File: src/rtl/usr_pkg.sv
// usr_pkg: shared types and next-value logic for univ_shift_reg_p.
//   usr_mode_e  : 3-bit command code presented on the mode port
//   usr_state_e : burst sequencer state
//   usr_fn#(W)::usr_next : width-parameterised next-register-value helper
package usr_pkg;

    typedef enum logic [2:0] {
        HOLD  = 3'b000,
        SHR   = 3'b001,
        SHL   = 3'b010,
        LOAD  = 3'b011,
        ROR   = 3'b100,
        ROL   = 3'b101,
        ASR   = 3'b110,
        BURST = 3'b111
    } usr_mode_e;

    typedef enum logic {
        IDLE  = 1'b0,
        SHIFT = 1'b1
    } usr_state_e;

    // A class wrapper is the only way SV-2012 lets a package function take
    // its vector width as a parameter; it holds no data, only this function.
    virtual class usr_fn #(parameter int W = 8);
        static function logic [W-1:0] usr_next(
            input logic [W-1:0] q,
            input usr_mode_e    mode,
            input logic         d_l,
            input logic         d_r,
            input logic [W-1:0] par_in
        );
            logic [W-1:0] nxt;
            nxt = q;
            case (mode)
                SHR:     nxt = {d_l, q[W-1:1]};
                SHL:     nxt = {q[W-2:0], d_r};
                LOAD:    nxt = par_in;
                ROR:     nxt = {q[0], q[W-1:1]};
                ROL:     nxt = {q[W-2:0], q[W-1]};
                ASR:     nxt = {q[W-1], q[W-1:1]};
                BURST:   nxt = par_in;
                default: nxt = q;
            endcase
            return nxt;
        endfunction
    endclass

endpackage

File: src/rtl/univ_shift_reg_p.sv
// univ_shift_reg_p: WIDTH-generic universal shift register with a self-timed
// burst serialiser (load a word, shift it out LSB-first on so_r).
//
// Ports
//   clk, rst_n      : clock (rising edge), async active-low reset
//   en, mode[2:0]   : command valid / code, only sampled while busy=0
//   d_l, d_r        : serial inputs at MSB (SHR, BURST) and LSB (SHL)
//   par_in[WIDTH]   : parallel load word (LOAD, BURST)
//   q[WIDTH]        : register contents
//   so_r, so_l      : q[0] and q[WIDTH-1]
//   busy, done      : burst in progress / one-cycle completion pulse
//   shift_cnt[CW]   : saturating shifts since last LOAD or BURST start
//
// state | meaning
// IDLE  | accepting commands from en/mode
// SHIFT | burst in progress: SHR with d_l each cycle, inputs ignored
module univ_shift_reg_p
    import usr_pkg::*;
#(
    parameter  int WIDTH = 8,
    localparam int CW    = $clog2(WIDTH + 1)
) (
    input  logic             clk,
    input  logic             rst_n,
    input  logic             en,
    input  logic [2:0]       mode,
    input  logic             d_l,
    input  logic             d_r,
    input  logic [WIDTH-1:0] par_in,
    output logic [WIDTH-1:0] q,
    output logic             so_r,
    output logic             so_l,
    output logic             busy,
    output logic             done,
    output logic [CW-1:0]    shift_cnt
);

    localparam logic [CW-1:0] CNT_MAX  = '1;
    localparam logic [CW-1:0] CNT_LAST = CW'(WIDTH - 1);

    usr_state_e       state_q, state_d;
    logic [WIDTH-1:0] q_q, q_d;
    logic [CW-1:0]    cnt_q, cnt_d;
    logic             done_q, done_d;
    logic [CW-1:0]    cnt_inc;

    assign cnt_inc = (cnt_q == CNT_MAX) ? cnt_q : cnt_q + CW'(1);

    always_comb begin
        state_d = state_q;
        q_d     = q_q;
        cnt_d   = cnt_q;
        done_d  = 1'b0;
        case (state_q)
            IDLE: begin
                if (en) begin
                    q_d = usr_fn#(WIDTH)::usr_next(q_q, usr_mode_e'(mode),
                                                   d_l, d_r, par_in);
                    case (usr_mode_e'(mode))
                        HOLD:  cnt_d = cnt_q;
                        LOAD:  cnt_d = '0;
                        BURST: begin
                            cnt_d   = '0;
                            state_d = SHIFT;
                        end
                        default: cnt_d = cnt_inc;
                    endcase
                end
            end
            SHIFT: begin
                q_d   = usr_fn#(WIDTH)::usr_next(q_q, SHR, d_l, 1'b0, par_in);
                cnt_d = cnt_inc;
                // This step brings the count to WIDTH: the last bit is out.
                if (cnt_q == CNT_LAST) begin
                    state_d = IDLE;
                    done_d  = 1'b1;
                end
            end
            default: state_d = IDLE;
        endcase
    end

    always_ff @(posedge clk or negedge rst_n) begin
        if (!rst_n) begin
            state_q <= IDLE;
            q_q     <= '0;
            cnt_q   <= '0;
            done_q  <= 1'b0;
        end else begin
            state_q <= state_d;
            q_q     <= q_d;
            cnt_q   <= cnt_d;
            done_q  <= done_d;
        end
    end

    assign q         = q_q;
    assign so_r      = q_q[0];
    assign so_l      = q_q[WIDTH-1];
    assign busy      = (state_q == SHIFT);
    assign done      = done_q;
    assign shift_cnt = cnt_q;

endmodule

File: config.mk
export PLATFORM = sky130hd
export DESIGN_NAME = univ_shift_reg_p
export DESIGN_NICKNAME = d
export VERILOG_FILES = /design/src/rtl/usr_pkg.sv /design/src/rtl/univ_shift_reg_p.sv
export SDC_FILE = /design/constraint.sdc
export NUM_CORES = 1
export LEC_CHECK = 0
export BUFFER_PORTS_ARGS = -buffer_cell sky130_fd_sc_hd__clkbuf_2
export CORE_AREA = 2 2 46 48
export CTS_BUF_LIST = sky130_fd_sc_hd__clkbuf_4 sky130_fd_sc_hd__clkbuf_8
export CTS_CLUSTER_SIZE = 10
export DETAILED_ROUTE_END_ITERATION = 16
export DIE_AREA = 0 0 48 50
export PLACE_DENSITY = 0.76
export SLEW_MARGIN = 15
export SYNTH_ARGS = -nofsm -noshare
export SYNTH_HDL_FRONTEND = slang
export SYNTH_SLANG_ARGS = --single-unit
File: constraint.sdc
create_clock -name clk -period 1.5 [get_ports clk]
set_input_delay 0.225 -clock clk [delete_from_list [all_inputs] [get_ports clk]]
set_output_delay 0.225 -clock clk [all_outputs]
set_load 0.02 [all_outputs]
After elaboration in Yosys (flattened, before gate mapping)
Index checks and enable logic that the tools add are counted.
{"block": "word_totals", "register_bits": 14, "inputBits": 16, "output_inout_bits": 16}
{"block": "classes", "n_addsub": 1, "n_eq_ne": 14, "mux": 13, "n_bitwise": 1, "reduce_logical": 5}
{"cell": "case mux 8 bit (6 select lines)", "n": 1}
{"cell": "case mux 4 bit (2 select lines)", "n": 2}
{"cell": "case mux 8 bit (2 select lines)", "n": 1}
{"cell": "equality test 3 bit (second input constant)", "n": 4}
{"cell": "2-to-1 mux 4 bit", "n": 2}
{"cell": "2-to-1 mux 8 bit", "n": 1}
{"cell": "!= test 7 x 2 -> 1 bit (second input constant)", "n": 1}
{"cell": "equality test 3 x 2 -> 1 bit (second input constant)", "n": 2}
{"cell": "!= test 2 bit (second input constant)", "n": 3}
{"cell": "!= test 6 x 2 -> 1 bit (second input constant)", "n": 1}
{"cell": "2-to-1 mux 1 bit", "n": 5}
{"cell": "adder 4 x 1 -> 4 bit (second input constant)", "n": 1}
{"cell": "equality test 4 x 3 -> 1 bit (second input constant)", "n": 1}
{"cell": "equality test 4 bit (second input constant)", "n": 1}
{"cell": "AND reduction 2 bit", "n": 2}
{"cell": "equality test 3 x 1 -> 1 bit (second input constant)", "n": 1}
{"cell": "zero test 3 bit", "n": 1}
{"cell": "AND reduction 3 bit", "n": 1}
{"cell": "case mux 1 bit (2 select lines)", "n": 1}
{"cell": "OR reduction 2 bit", "n": 1}
{"cell": "NOT 1 bit", "n": 1}

Logic depth before layout (Yosys ltp)
{"block": "logic_depth", "depth_word": 5, "ltp_mapped": 6}

Least setup slack after synthesis
Ideal clock, no wire load.
{"block": "synth_path", "path_kind": "register to register", "start": "reg state_q, in the netlist busy", "end": "reg q_q[7], in the netlist q[7]", "t_arrival_ns": 1.330, "t_required_ns": 1.375, "setup_slack_ns": 0.044, "stages_incl_launch_ff": 5, "period_less_slack_ns": 1.456, "path_cell_list": "dfrtp_1 -> buf_2 -> a21o_1 -> o32a_1 -> mux2_4"}
{"block": "synth_between", "elab_chain_cells": 3}
{"element": "from (decl)", "line": "univ_shift_reg_p.sv:41", "source": "usr_state_e state_q, state_d;"}
{"element": "from (signal assigned)", "line": "univ_shift_reg_p.sv:90", "source": "state_q <= state_d;"}
{"element": "NOT 1 bit"}
{"element": "!= test 6 x 2 -> 1 bit (no source line) / != test 2 bit (equally long branches)"}
{"element": "AND reduction 3 bit (no source line)"}
{"element": "to (signal assigned)", "line": "univ_shift_reg_p.sv:91", "source": "q_q <= q_d;"}
{"element": "to (decl)", "line": "univ_shift_reg_p.sv:42", "source": "logic [WIDTH-1:0] q_q, q_d;"}
Parallel ways exist; a longest one is shown, timed or not.
A chain may end at the register's enable or synchronous reset.

Worst setup path after layout
Ends and elaborated chain as after synthesis.

==> metrics.md <==
| Metric | Value |
|---|---|
| Outcome | completed |
| IO buf count | 31 |
| Initial cell density of the core | 0.493 |
| Part of the total power dissipated in sequential elements | 0.365 |
| Slew HR | 0.756 |
| Worst reg2reg setup slack | 180 ps |
| Portion of total power attributed to combinational logic | 0.512 |
| Fill cells | 177 |
| DRC Markers | 0 |
| Fraction of final layout cells with drive strength greater than 1 | 0.319 |
| Rows | 16 |
| Maximum level of the CTS H-tree | 1 |
| Fraction of registers with async set/reset | 1.00 |
| Clock transition time at the flip-flop clock pins of the worst setup and hold paths | 90 ps |
| Crit path capture type | flip-flop |
| Synthesis-to-finish area growth | 21.7% |
| Mean instance size in the synthesized netlist | 8.61 sq um |
| Reg-to-Reg End | q[7]$_DFFE_PN0P_ |
| Final number of max-transition violations | 0 |
| Global-route congestion overflow total | 0 |
| Launch instance of the worst register-to-register path | busy$_DFF_PN0_ |
| CTS tree | yes |
| Max incr delay on CP | 450 ps |
| Slowest cell on the critical path | dfrtp_1 |
| Die span in y | 50 microns |
| Final hold violation count | 0 |
| Gate count of the mapped netlist | 109 |
| Vias in the first global route | 901 |
| Area fraction of the dominant cell type after synthesis | 0.373 |
| Number of nets with antenna violations after detailed routing | 0 |
| Critical path start-end classification | reg2reg |
| Standby leakage power | 0.562 nW |
| Switching power total | 1.03 mW |
| Pwr dens | 1910 nW/um^2 |
| Setup slack of the critical path after layout | 183 ps |
| Count of inserted antenna diode cells | 0 |
| Required time reported for the critical path endpoint | 1670 ps |
| CP Launch Type | flip-flop |
| Count of endpoints failing setup in the final report | 0 |
| Met3 track demand over resource in global routing | 0.0330 |
| Final design utilization | 0.601 |
| Routability Congestion | 0.853 |
| Non-filler cells in the finished layout | 168 |
| Number of distinct standard cells referenced by the synthesized netlist | 35 |
| Switching share of power | 0.470 |
| Area of the placeable core | 1900 sq um |
| Clock skew | 0.246 ps |
| Antenna violations before repair | 0 |
| FF+latch count, synth | 14 |
| Setup repair after global routing missed its margin | false |
| Synth Warn # | 0 |
| Power Internal | 1.16 mW |
| Worst hold path cell count | 2 |
| Sequential fraction of the synthesis area | 0.373 |
| Share of total power in the clock network | 0.123 |
| Post-DP HPWL | 1610 microns |
| TritonCTS sink count | 14 |
| Cell with the most instances after synthesis | nand2_1 |
| Number of buffer and inverter stages on the critical path | 0 |
| Largest area contributor in the synthesized netlist | dfrtp_1 |
| Number of optimization iterations in the first detailed-route pass | 4 |
| Top fanout value on the critical path | 6 |
| Cell-by-cell trace of the critical path | a21o_1, o32a_1, mux2_4 |
| Met1 capacity usage during global routing | 0.249 |
| Total standard cell area after synthesis | 938 sq um |
| Met2 global-route usage | 0.351 |
| Fmax | 759 MHz |
| Clock latency on the worst-skew pair | 270 ps |
| Global-route wire length before repair | 3650 microns |
| Worst supply voltage drop on vdd | 0.00115 V |
| Maximum number of pins on one net before global-route repair | 15 |
| Final Total Pwr | 2.19 mW |
| Max Cap Violations | 0 |
| Type of the tightest min-delay check | in2reg |
| Post-synth EDFFs | 0 |
| Slew at the pin with the worst max-slew slack | 366 ps |
| Worst Min Path Start | en |
| Violation count after the first detailed-routing iteration | 21 |
| Cts bufs inserted | 3 |
| Total negative slack for setup checks | 0 ps |
| Die Width | 48 microns |
| Cell types with the highest counts after synthesis | nand2_1 (18), dfrtp_1 (14), nor2_1 (11) |
| Number of top-level pins | 32 |
| Placed instance count | 163 |
| Most utilized layer in the global route result | met2 |
| Ys flop type | dfrtp_1 |
| Final nets | 159 |
| Worst-case clock buffer depth | 2 |
| Data arrival at the endpoint of the critical path | 1480 ps |
| Largest cells by area after synthesis | dfrtp_1 (37%), nand2_1 (7.2%), a21o_1 (4.8%), buf_6 (4.8%), a31oi_1 (4.7%) |
| Die Outline Area | 2400 sq um |
| Reg2Reg Depth | 3 |
| Total track usage | 0.206 |
| Wire length per cell | 13.0 microns |
| Number of vias per cell after detailed routing | 5.55 |
| Net count of the mapped netlist | 126 |
| Final critical-path share of the clock period | 0.878 |
| Min-Delay Endpoint | busy$_DFF_PN0_ |
| Via count | 932 |
| Worst slack at placement | 52.2 ps |
| Minimum clock period after layout | 1320 ps |
| WL final | 2190 microns |
| Cell chosen for the clock root | clkbuf_4 |
| Family with the most delay on the worst path | compound AO/OA/AOI/OAI gates |
## per-stage QoR
stage / cell area [sq um] / hold slack, ps
2_1_floorplan: 938 / -70.6
3_3_place_gp: 1100 / 156
3_5_place_dp: 1100 / 155
4_1_cts: 1140 / 254
5_1_grt: 1140 / 264
6_report: 1140 / 258
## layout by cell type (no fill, tap or decap), types with 3 or more instances in the layout
master and instances:
a21oi_1 4, a31oi_1 7, clkbuf_4 3, a32oi_1 5, nand2_1 18, a21o_1 6
clkbuf_2 31, buf_4 7, dfrtp_1 14, nand3_1 5, nor2_1 11
## layout make-up
| type | instances | area (sq um) | share of cell area |
|---|---|---|---|
| multi-input combinational | 81 | 493 | 0.432 |
| tap | 27 | 33.8 | 0.0296 |
| inverter | 3 | 11.3 | 0.00986 |
| sequential | 14 | 350 | 0.307 |
| timing repair buffer | 39 | 218 | 0.191 |
| clock buffer | 4 | 36.3 | 0.0318 |
## cell families after synthesis
family / after synthesis / synth area share
compound gates: 34 / 0.260
xor+xnor: 1 / 0.00934
buf+inv: 14 / 0.101
fa+ha+maj: 1 / 0.0133
mux: 3 / 0.0387
simple gates: 42 / 0.204
flops: 14 / 0.373
## metal layers
layer	wire (microns)	up-vias
li1	-	456
met4	0	0
met2	1110	33
met1	935	443
met3	144	0
met5	0	-
## worst max-delay path by stage
stage	from	slack [ps]	endpoint	cells past startpoint
after floorplan	busy$_DFF_PN0_	40	q[7]$_DFFE_PN0P_	4
after global placement	mode[1]	90	q[7]$_DFFE_PN0P_	5
after detailed placement	mode[1]	50	q[7]$_DFFE_PN0P_	5
after CTS	q[0]$_DFFE_PN0P_	190	q[7]$_DFFE_PN0P_	4
after global routing	busy$_DFF_PN0_	80	q[4]$_DFFE_PN0P_	5
final	busy$_DFF_PN0_	180	q[7]$_DFFE_PN0P_	3
## state kept, by name, summed over array words and instances, names as in the netlist
signal and count:
shift_cnt 4, done 1, busy 1, q 8
## power groups by stage
stage / Combinational (mW) / Sequential, mW / Clock (mW)
2_1_floorplan: 0.622 / 0.966 / 0
3_3_place_gp: 1.10 / 0.793 / 0
3_5_place_dp: 1.12 / 0.804 / 0
4_1_cts: 1.13 / 0.798 / 0.279
5_1_grt: 1.24 / 0.833 / 0.289
6_report: 1.12 / 0.798 / 0.270
## timing repair
action / in CTS / in global routing
hold buffers: 1 / 0
setup buffers: 0 / 0
endpoints found under the hold margin: 14 / 0
resized for setup: 0 / 0
Power figures use the tool's default switching activity.
